<file path="config.mk">
export PLATFORM = sky130hd
export DESIGN_NAME = weight_tile_router
export DESIGN_NICKNAME = d
export VERILOG_FILES = /design/src/rtl/weight_tile_router.sv
export SDC_FILE = /design/constraint.sdc
export NUM_CORES = 1
export LEC_CHECK = 0
export BUFFER_PORTS_ARGS = -buffer_cell sky130_fd_sc_hd__buf_2
export CORE_UTILIZATION = 58
export CTS_BUF_LIST = sky130_fd_sc_hd__clkbuf_4
export CTS_CLUSTER_DIAMETER = 60
export DETAILED_ROUTE_END_ITERATION = 8
export PLACE_DENSITY = 0.75
export SYNTH_ARGS = -nofsm -noshare
export SYNTH_HDL_FRONTEND = slang
export SYNTH_SLANG_ARGS = --single-unit
</file>
<file path="constraint.sdc">
create_clock -name i_clk -period 5.3 [get_ports i_clk]
set_clock_uncertainty 0.1 [all_clocks]
set_input_delay 1.06 -clock i_clk [delete_from_list [all_inputs] [get_ports i_clk]]
set_output_delay 1.06 -clock i_clk [all_outputs]
set_load 0.005 [all_outputs]
</file>
<file path="src/rtl/weight_tile_router.sv">
// weight_tile_router: per-lane address-window router behind the weight controller.
// Holds one [start,end) window per PE lane and scans weight SRAM from the lowest start
// to the highest end. Each returned word is pushed into every lane FIFO whose window
// covers its address. Once the scan is done, all lane FIFOs drain in parallel on pop requests.
module weight_tile_router #(
    parameter int COUNT      = 4,
    parameter int ADDR_WIDTH = 8,
    parameter int DATA_WIDTH = 8,
    parameter int DEPTH      = 16
) (
    input  logic                        i_clk,
    input  logic                        i_nrst,
    input  logic                        i_reg_clear,
    input  logic                        i_addr_write_en,
    input  logic [COUNT-1:0]            i_id,
    input  logic [ADDR_WIDTH-1:0]       i_start_addr,
    input  logic [ADDR_WIDTH-1:0]       i_end_addr,
    input  logic                        i_route_en,
    input  logic                        i_pop_en,
    output logic                        o_sram_re,
    output logic [ADDR_WIDTH-1:0]       o_sram_addr,
    input  logic [DATA_WIDTH-1:0]       i_sram_data,
    output logic [COUNT*DATA_WIDTH-1:0] o_data,
    output logic [COUNT-1:0]            o_valid,
    output logic                        o_fifo_pop_ready,
    output logic                        o_fifo_empty,
    output logic                        o_overflow
);
    localparam int PTR_W = (DEPTH > 1) ? $clog2(DEPTH) : 1;
    localparam int CNT_W = PTR_W + 1;

    localparam logic [CNT_W-1:0]      CNT_FULL = CNT_W'(DEPTH);
    localparam logic [CNT_W-1:0]      CNT_ONE  = CNT_W'(1);
    localparam logic [PTR_W-1:0]      PTR_ONE  = PTR_W'(1);
    localparam logic [ADDR_WIDTH-1:0] ADDR_ONE = ADDR_WIDTH'(1);

    localparam logic [1:0] ST_IDLE  = 2'd0;
    localparam logic [1:0] ST_SCAN  = 2'd1;
    localparam logic [1:0] ST_DRAIN = 2'd2;
    localparam logic [1:0] ST_READY = 2'd3;

    logic [1:0]            state;
    logic [ADDR_WIDTH-1:0] addr;
    logic [ADDR_WIDTH-1:0] scan_lo;
    logic [ADDR_WIDTH-1:0] scan_hi;

    logic [COUNT-1:0]      win_vld;
    logic [ADDR_WIDTH-1:0] win_start [COUNT];
    logic [ADDR_WIDTH-1:0] win_end   [COUNT];
    logic [COUNT-1:0]      sel;
    logic                  win_we;

    logic                  vld_p0;
    logic [ADDR_WIDTH-1:0] addr_p0;

    logic [COUNT-1:0]      hit;
    logic [COUNT-1:0]      push;
    logic [COUNT-1:0]      drop;
    logic [COUNT-1:0]      pop;
    logic                  pop_fire;
    logic                  all_cnt_zero;

    logic [PTR_W-1:0]      wr_ptr [COUNT];
    logic [PTR_W-1:0]      rd_ptr [COUNT];
    logic [CNT_W-1:0]      cnt    [COUNT];
    logic [DATA_WIDTH-1:0] fifo_mem [COUNT][DEPTH];

    // True when address a lies inside [s,e); an empty window (e<=s) never matches.
    function automatic logic in_window(input logic [ADDR_WIDTH-1:0] a,
                                       input logic [ADDR_WIDTH-1:0] s,
                                       input logic [ADDR_WIDTH-1:0] e);
        return (s <= a) && (a < e);
    endfunction

    // Decode the binary lane index; indices >= COUNT select no lane.
    always_comb begin
        sel = '0;
        for (int k = 0; k < COUNT; k++) begin
            if (int'(i_id) == k) sel[k] = 1'b1;
        end
        win_we = i_addr_write_en && (state == ST_IDLE) && !i_reg_clear;
    end

    // Window valid bits and the overall scan bounds (widest bounds are kept on rewrite).
    always_ff @(posedge i_clk or negedge i_nrst) begin
        if (!i_nrst) begin
            win_vld <= '0;
            scan_lo <= '1;
            scan_hi <= '0;
        end else if (i_reg_clear) begin
            win_vld <= '0;
            scan_lo <= '1;
            scan_hi <= '0;
        end else if (win_we && (sel != '0)) begin
            win_vld <= win_vld | sel;
            if (i_end_addr > i_start_addr) begin
                if (i_start_addr < scan_lo) scan_lo <= i_start_addr;
                if (i_end_addr > scan_hi)   scan_hi <= i_end_addr;
            end
        end
    end

    // Window bound storage; meaning is qualified by win_vld so no reset is needed.
    always_ff @(posedge i_clk) begin
        for (int k = 0; k < COUNT; k++) begin
            if (win_we && sel[k]) begin
                win_start[k] <= i_start_addr;
                win_end[k]   <= i_end_addr;
            end
        end
    end

    // Scan sequencer: IDLE -> SCAN -> DRAIN -> READY -> IDLE.
    always_ff @(posedge i_clk or negedge i_nrst) begin
        if (!i_nrst) begin
            state <= ST_IDLE;
            addr  <= '0;
        end else if (i_reg_clear) begin
            state <= ST_IDLE;
            addr  <= '0;
        end else begin
            case (state)
                ST_IDLE: begin
                    if (i_route_en) begin
                        if (scan_lo >= scan_hi) begin
                            state <= ST_READY;
                        end else begin
                            state <= ST_SCAN;
                            addr  <= scan_lo;
                        end
                    end
                end
                ST_SCAN: begin
                    if (addr == (scan_hi - ADDR_ONE)) state <= ST_DRAIN;
                    else                              addr  <= addr + ADDR_ONE;
                end
                ST_DRAIN: state <= ST_READY;
                default: begin
                    if (all_cnt_zero) state <= ST_IDLE;
                end
            endcase
        end
    end

    assign o_sram_re        = (state == ST_SCAN);
    assign o_sram_addr      = o_sram_re ? addr : '0;
    assign o_fifo_pop_ready = (state == ST_READY);

    // ---- stage p0: read address travels with its read enable to meet the SRAM data ----
    // Read-valid tag for the word returning from SRAM next cycle.
    always_ff @(posedge i_clk or negedge i_nrst) begin
        if (!i_nrst)          vld_p0 <= 1'b0;
        else if (i_reg_clear) vld_p0 <= 1'b0;
        else                  vld_p0 <= o_sram_re;
    end

    // Address of the outstanding read, qualified by vld_p0.
    always_ff @(posedge i_clk) begin
        addr_p0 <= addr;
    end

    // ---- stage p1: window compare against returned data, push/pop decisions ----
    // Per-lane hit, push, drop and pop strobes.
    always_comb begin
        hit      = '0;
        push     = '0;
        drop     = '0;
        pop      = '0;
        pop_fire = (state == ST_READY) && i_pop_en && !i_reg_clear;
        for (int k = 0; k < COUNT; k++) begin
            hit[k]  = vld_p0 && win_vld[k] && in_window(addr_p0, win_start[k], win_end[k]);
            push[k] = hit[k] && (cnt[k] != CNT_FULL) && !i_reg_clear;
            drop[k] = hit[k] && (cnt[k] == CNT_FULL);
            pop[k]  = pop_fire && (cnt[k] != '0);
        end
    end

    // Empty flag looks through pops issued this cycle so it drops with the last pop.
    always_comb begin
        o_fifo_empty = 1'b1;
        all_cnt_zero = 1'b1;
        for (int k = 0; k < COUNT; k++) begin
            if (cnt[k] != '0) all_cnt_zero = 1'b0;
            if ((cnt[k] != '0) && !(pop[k] && (cnt[k] == CNT_ONE))) o_fifo_empty = 1'b0;
        end
    end

    // Lane FIFO pointers, occupancy and the sticky overflow flag.
    always_ff @(posedge i_clk or negedge i_nrst) begin
        if (!i_nrst) begin
            for (int k = 0; k < COUNT; k++) begin
                wr_ptr[k] <= '0;
                rd_ptr[k] <= '0;
                cnt[k]    <= '0;
            end
            o_overflow <= 1'b0;
        end else if (i_reg_clear) begin
            for (int k = 0; k < COUNT; k++) begin
                wr_ptr[k] <= '0;
                rd_ptr[k] <= '0;
                cnt[k]    <= '0;
            end
            o_overflow <= 1'b0;
        end else begin
            for (int k = 0; k < COUNT; k++) begin
                if (push[k]) begin
                    wr_ptr[k] <= wr_ptr[k] + PTR_ONE;
                    cnt[k]    <= cnt[k] + CNT_ONE;
                end else if (pop[k]) begin
                    rd_ptr[k] <= rd_ptr[k] + PTR_ONE;
                    cnt[k]    <= cnt[k] - CNT_ONE;
                end
            end
            if (drop != '0) o_overflow <= 1'b1;
        end
    end

    // Lane FIFO storage.
    always_ff @(posedge i_clk) begin
        for (int k = 0; k < COUNT; k++) begin
            if (push[k]) fifo_mem[k][wr_ptr[k]] <= i_sram_data;
        end
    end

    // ---- stage p2: popped words presented on the output lanes ----
    // Registered pop results; lanes not popped keep their last word with o_valid low.
    always_ff @(posedge i_clk or negedge i_nrst) begin
        if (!i_nrst) begin
            o_valid <= '0;
            o_data  <= '0;
        end else if (i_reg_clear) begin
            o_valid <= '0;
            o_data  <= '0;
        end else begin
            o_valid <= pop;
            for (int k = 0; k < COUNT; k++) begin
                if (pop[k]) o_data[k*DATA_WIDTH +: DATA_WIDTH] <= fifo_mem[k][rd_ptr[k]];
            end
        end
    end

endmodule

</file>
==> flow_metrics.env <==
export IMPL_status="finished, final reports clean"
export IMPL_synthTopCellsByArea="edfxtp_1, mux4_2, dfrtp_1, ha_1, nor2_1"
export IMPL_grt_most_used_layer="met2"
export IMPL_max_slew_margin_pct=19.4
export IMPL_rsz0062_at_grt="false"
export IMPL_yosysTopAreaCellShare_pct=56.3
export IMPL_tightest_slew_ps=1210
export IMPL_p_leak_nw=12.7
export IMPL_cts_tree="done"
export IMPL_synth_main_ff_cell="edfxtp_1"
export IMPL_cp_endpoint="o_fifo_empty"
export IMPL_reg2reg_depth=7
export IMPL_syn_to_final_growth_pct=11.9
export IMPL_synthTopCellsByCount="edfxtp_1, mux4_2, ha_1"
export IMPL_drc=0
export IMPL_overflow=0
export IMPL_rows=84
export IMPL_cp_required_ps=4140
export IMPL_cts_sinks=704
export IMPL_setup_violations=0
export IMPL_grt_use_met3_pct=5.73
export IMPL_die_h_microns=232
export IMPL_yosysSeqAreaShare_pct=66.6
export IMPL_setup_tns_ps=0
export IMPL_grt_usage_pct=25.4
export IMPL_numPortBuffers=81
export IMPL_multi_input_area_sq_um=9540
export IMPL_drt_iter0_drc=1479
export IMPL_met1_usage_pct=34.3
export IMPL_r2r_setup_slack_ps=1280
export IMPL_yosys_warnings=0
export IMPL_h_tree_depth=4
export IMPL_peakVddDrop_mv=0.201
export IMPL_wl_per_cell_microns=22.1
export IMPL_drive_above_1_share_pct=27.5
export IMPL_register_area_sq_um=20500
export IMPL_start_util_pct=58.6
export IMPL_cp_startpoint="state[0]$_DFFE_PN0P_"
export IMPL_clkLatencyLatePin_ps=1020
export IMPL_cp_buffers_inverters=2
export IMPL_num_vias=17569
export IMPL_yosysUniqueCellTypes=72
export IMPL_hpwl_microns=40900
export IMPL_viasPerCell=5.94
export IMPL_post_cts_buffers=0
export IMPL_ios=82
export IMPL_synth_fp_nets=2073
export IMPL_grt_max_degree=153
export IMPL_syn_area_sq_um=30700
export IMPL_critPathTopFamily="simple AND/OR/NAND/NOR gates"
export IMPL_nets=2290
export IMPL_place_congestion=0.896
export IMPL_fillCellCount=3590
export IMPL_synth_top_area_cell="edfxtp_1"
export IMPL_first_global_vias=17797
export IMPL_worstPathMaxFanout=12
export IMPL_timing_rr_start="addr_p0[7]$_DFF_P_"
export IMPL_grt_pass1_wl_microns=102000
export IMPL_drtAntennaViolNets=0
export IMPL_fp_dieArea_sq_um=53900
export IMPL_cp_slowest_cell="nor3_1"
export IMPL_grt_antenna_before_repair=2
export IMPL_die_x_microns=232
export IMPL_fin_crit_ps=4570
export IMPL_p_per_area_nw_per_um2=331
export IMPL_hold_path_class="in2reg"
export IMPL_drt_wl_total_microns=65200
export IMPL_fmax_ghz=0.219
export IMPL_clk_transition_reported_paths_ps=70
export IMPL_maxCapViolCount=0
export IMPL_hold_violations=0
export IMPL_worst_setup_path_type="reg2out"
export IMPL_period_share_pct=86.3
export IMPL_coreArea_sq_um=52400
export IMPL_finalWorstSetupSlack_ps=728
export IMPL_crit_cells=8
export IMPL_root_buffer="clkbuf_4"
export IMPL_synth_seq_cells=704
export IMPL_reg2reg_to="fifo_mem[1][25]$_DFFE_PP_"
export IMPL_synth_edff_count=576
export IMPL_async_reset_ff_share_pct=17.0
export IMPL_p_total_w=0.0114
export IMPL_cts_buffers=172
export IMPL_drv_slew=0
export IMPL_cp_arrival_ps=3410
export IMPL_gr_usage_met2_pct=40.6
export IMPL_cp_end_kind="output pin"
export IMPL_firstDrtPassIters=5
export IMPL_slowest_delay_ps=560
export IMPL_cp_start_kind="flip-flop"
export IMPL_cts_resized=0
export IMPL_synth_most_common_cell="edfxtp_1"
export IMPL_clockBufferDepth=3
export IMPL_crit_chain="ha_1, nand2_1, nor2_1, buf_4, a21oi_1, or4_1, nor3_1, buf_2"
export IMPL_holdPathStages=1
export IMPL_avgSynthCellArea_sq_um=16.1
export IMPL_syn_inst=1907
export IMPL_pre_cts_ws_ps=1280
## per-layer routing
metal	wire length, microns	vias up	share of wire (%)
met3	4480	84	6.9
met5	0	-	0
met4	1300	0	2.0
li1	-	7941	-
met1	27300	8860	42
met2	32100	684	49
## worst min path at each step
stage,slack [ps],from,to
floorplan,250,addr[3]$_DFFE_PN0P_,addr_p0[3]$_DFF_P_
detailed placement,390,o_data[15]$_DFFE_PN0P_,o_data[15]$_DFFE_PN0P_
global route,160,i_end_addr[0],win_end[0][0]$_DFFE_PP_
CTS,120,i_end_addr[0],win_end[0][0]$_DFFE_PP_
finish,250,i_end_addr[0],win_end[0][0]$_DFFE_PP_
global placement,380,win_vld[1]$_DFFE_PN0P_,win_vld[1]$_DFFE_PN0P_
## through the flow
stage	instances	hold WS (ps)	utilization, %	cell area [sq um]
finish	2956	251	65.6	34400
global route	2956	157	65.6	34400
CTS	2955	119	65.6	34400
detailed placement	2637	387	61.1	32000
global placement	2637	378	61.1	32000
floorplan	1907	245	-	30700
## sequential cells by signal, indices dropped and copies added (netlist names)
name        cells
win_vld         4
addr            8
wr_ptr         16
fifo_mem      512
o_valid         4
scan_hi         8
o_overflow      1
rd_ptr         16
state           2
scan_lo         8
cnt            20
win_start      32
o_data         32
win_end        32
vld_p0          1
addr_p0         8
## kinds of logic after synthesis
group	Yosys count	synth area share, %
AND/OR/NAND/NOR	462	7.55
flip-flops	704	66.6
buffers and inverters	185	2.39
multiplexers	203	13.2
XOR/XNOR	28	0.798
adder cells (fa/ha/maj)	132	5.37
AO/OA/AOI/OAI	193	4.09
## power by group
group          switching (W)  leakage (nW)  internal [W]
Sequential         0.0000856          6.87       0.00603
Combinational       0.000409          4.48      0.000235
Clock                0.00215          1.37       0.00246
## repair_timing
item,in CTS,in global routing
hold buffers,1,0
endpoints found under the setup margin,0,0
hold endpoints to repair,34,0
## worst register-to-register path, cell delays in order (launching register included)
cell and delay (ps):
dfxtp_1 450, inv_1 150, ha_1 350, a21oi_1 150
o21ai_0 170, o22ai_1 560, nand2_1 620, nor3_1 1070
## cell type report
| type | instances | share of cell area [%] |
|---|---|---|
| Tap cell | 688 | 2.50 |
| Sequential cell | 704 | 59.5 |
| Multi-Input combinational cell | 1018 | 27.7 |
| Timing Repair Buffer | 132 | 2.36 |
| Antenna cell | 1 | 0.00727 |
| Clock buffer | 253 | 5.52 |
| Clock inverter | 64 | 1.28 |
| Inverter | 96 | 1.05 |
## placed cells by master, fill, tap and decap left out, types with 37 or more instances in the layout
cell type / synthesis / final
buf_4: 3 / 50
mux4_2: 160 / 160
o21ai_0: 43 / 43
nor2_1: 118 / 118
clkinv_1: 1 / 37
a21oi_1: 58 / 58
dfrtp_1: 112 / 105
nor3_1: 51 / 51
clkbuf_4: 0 / 253
nand2_1: 95 / 95
nand2b_1: 49 / 49
inv_1: 94 / 94
buf_2: 24 / 79
edfxtp_1: 576 / 576
ha_1: 132 / 132
nand3_1: 37 / 37
(Power assumes the default switching activity.)
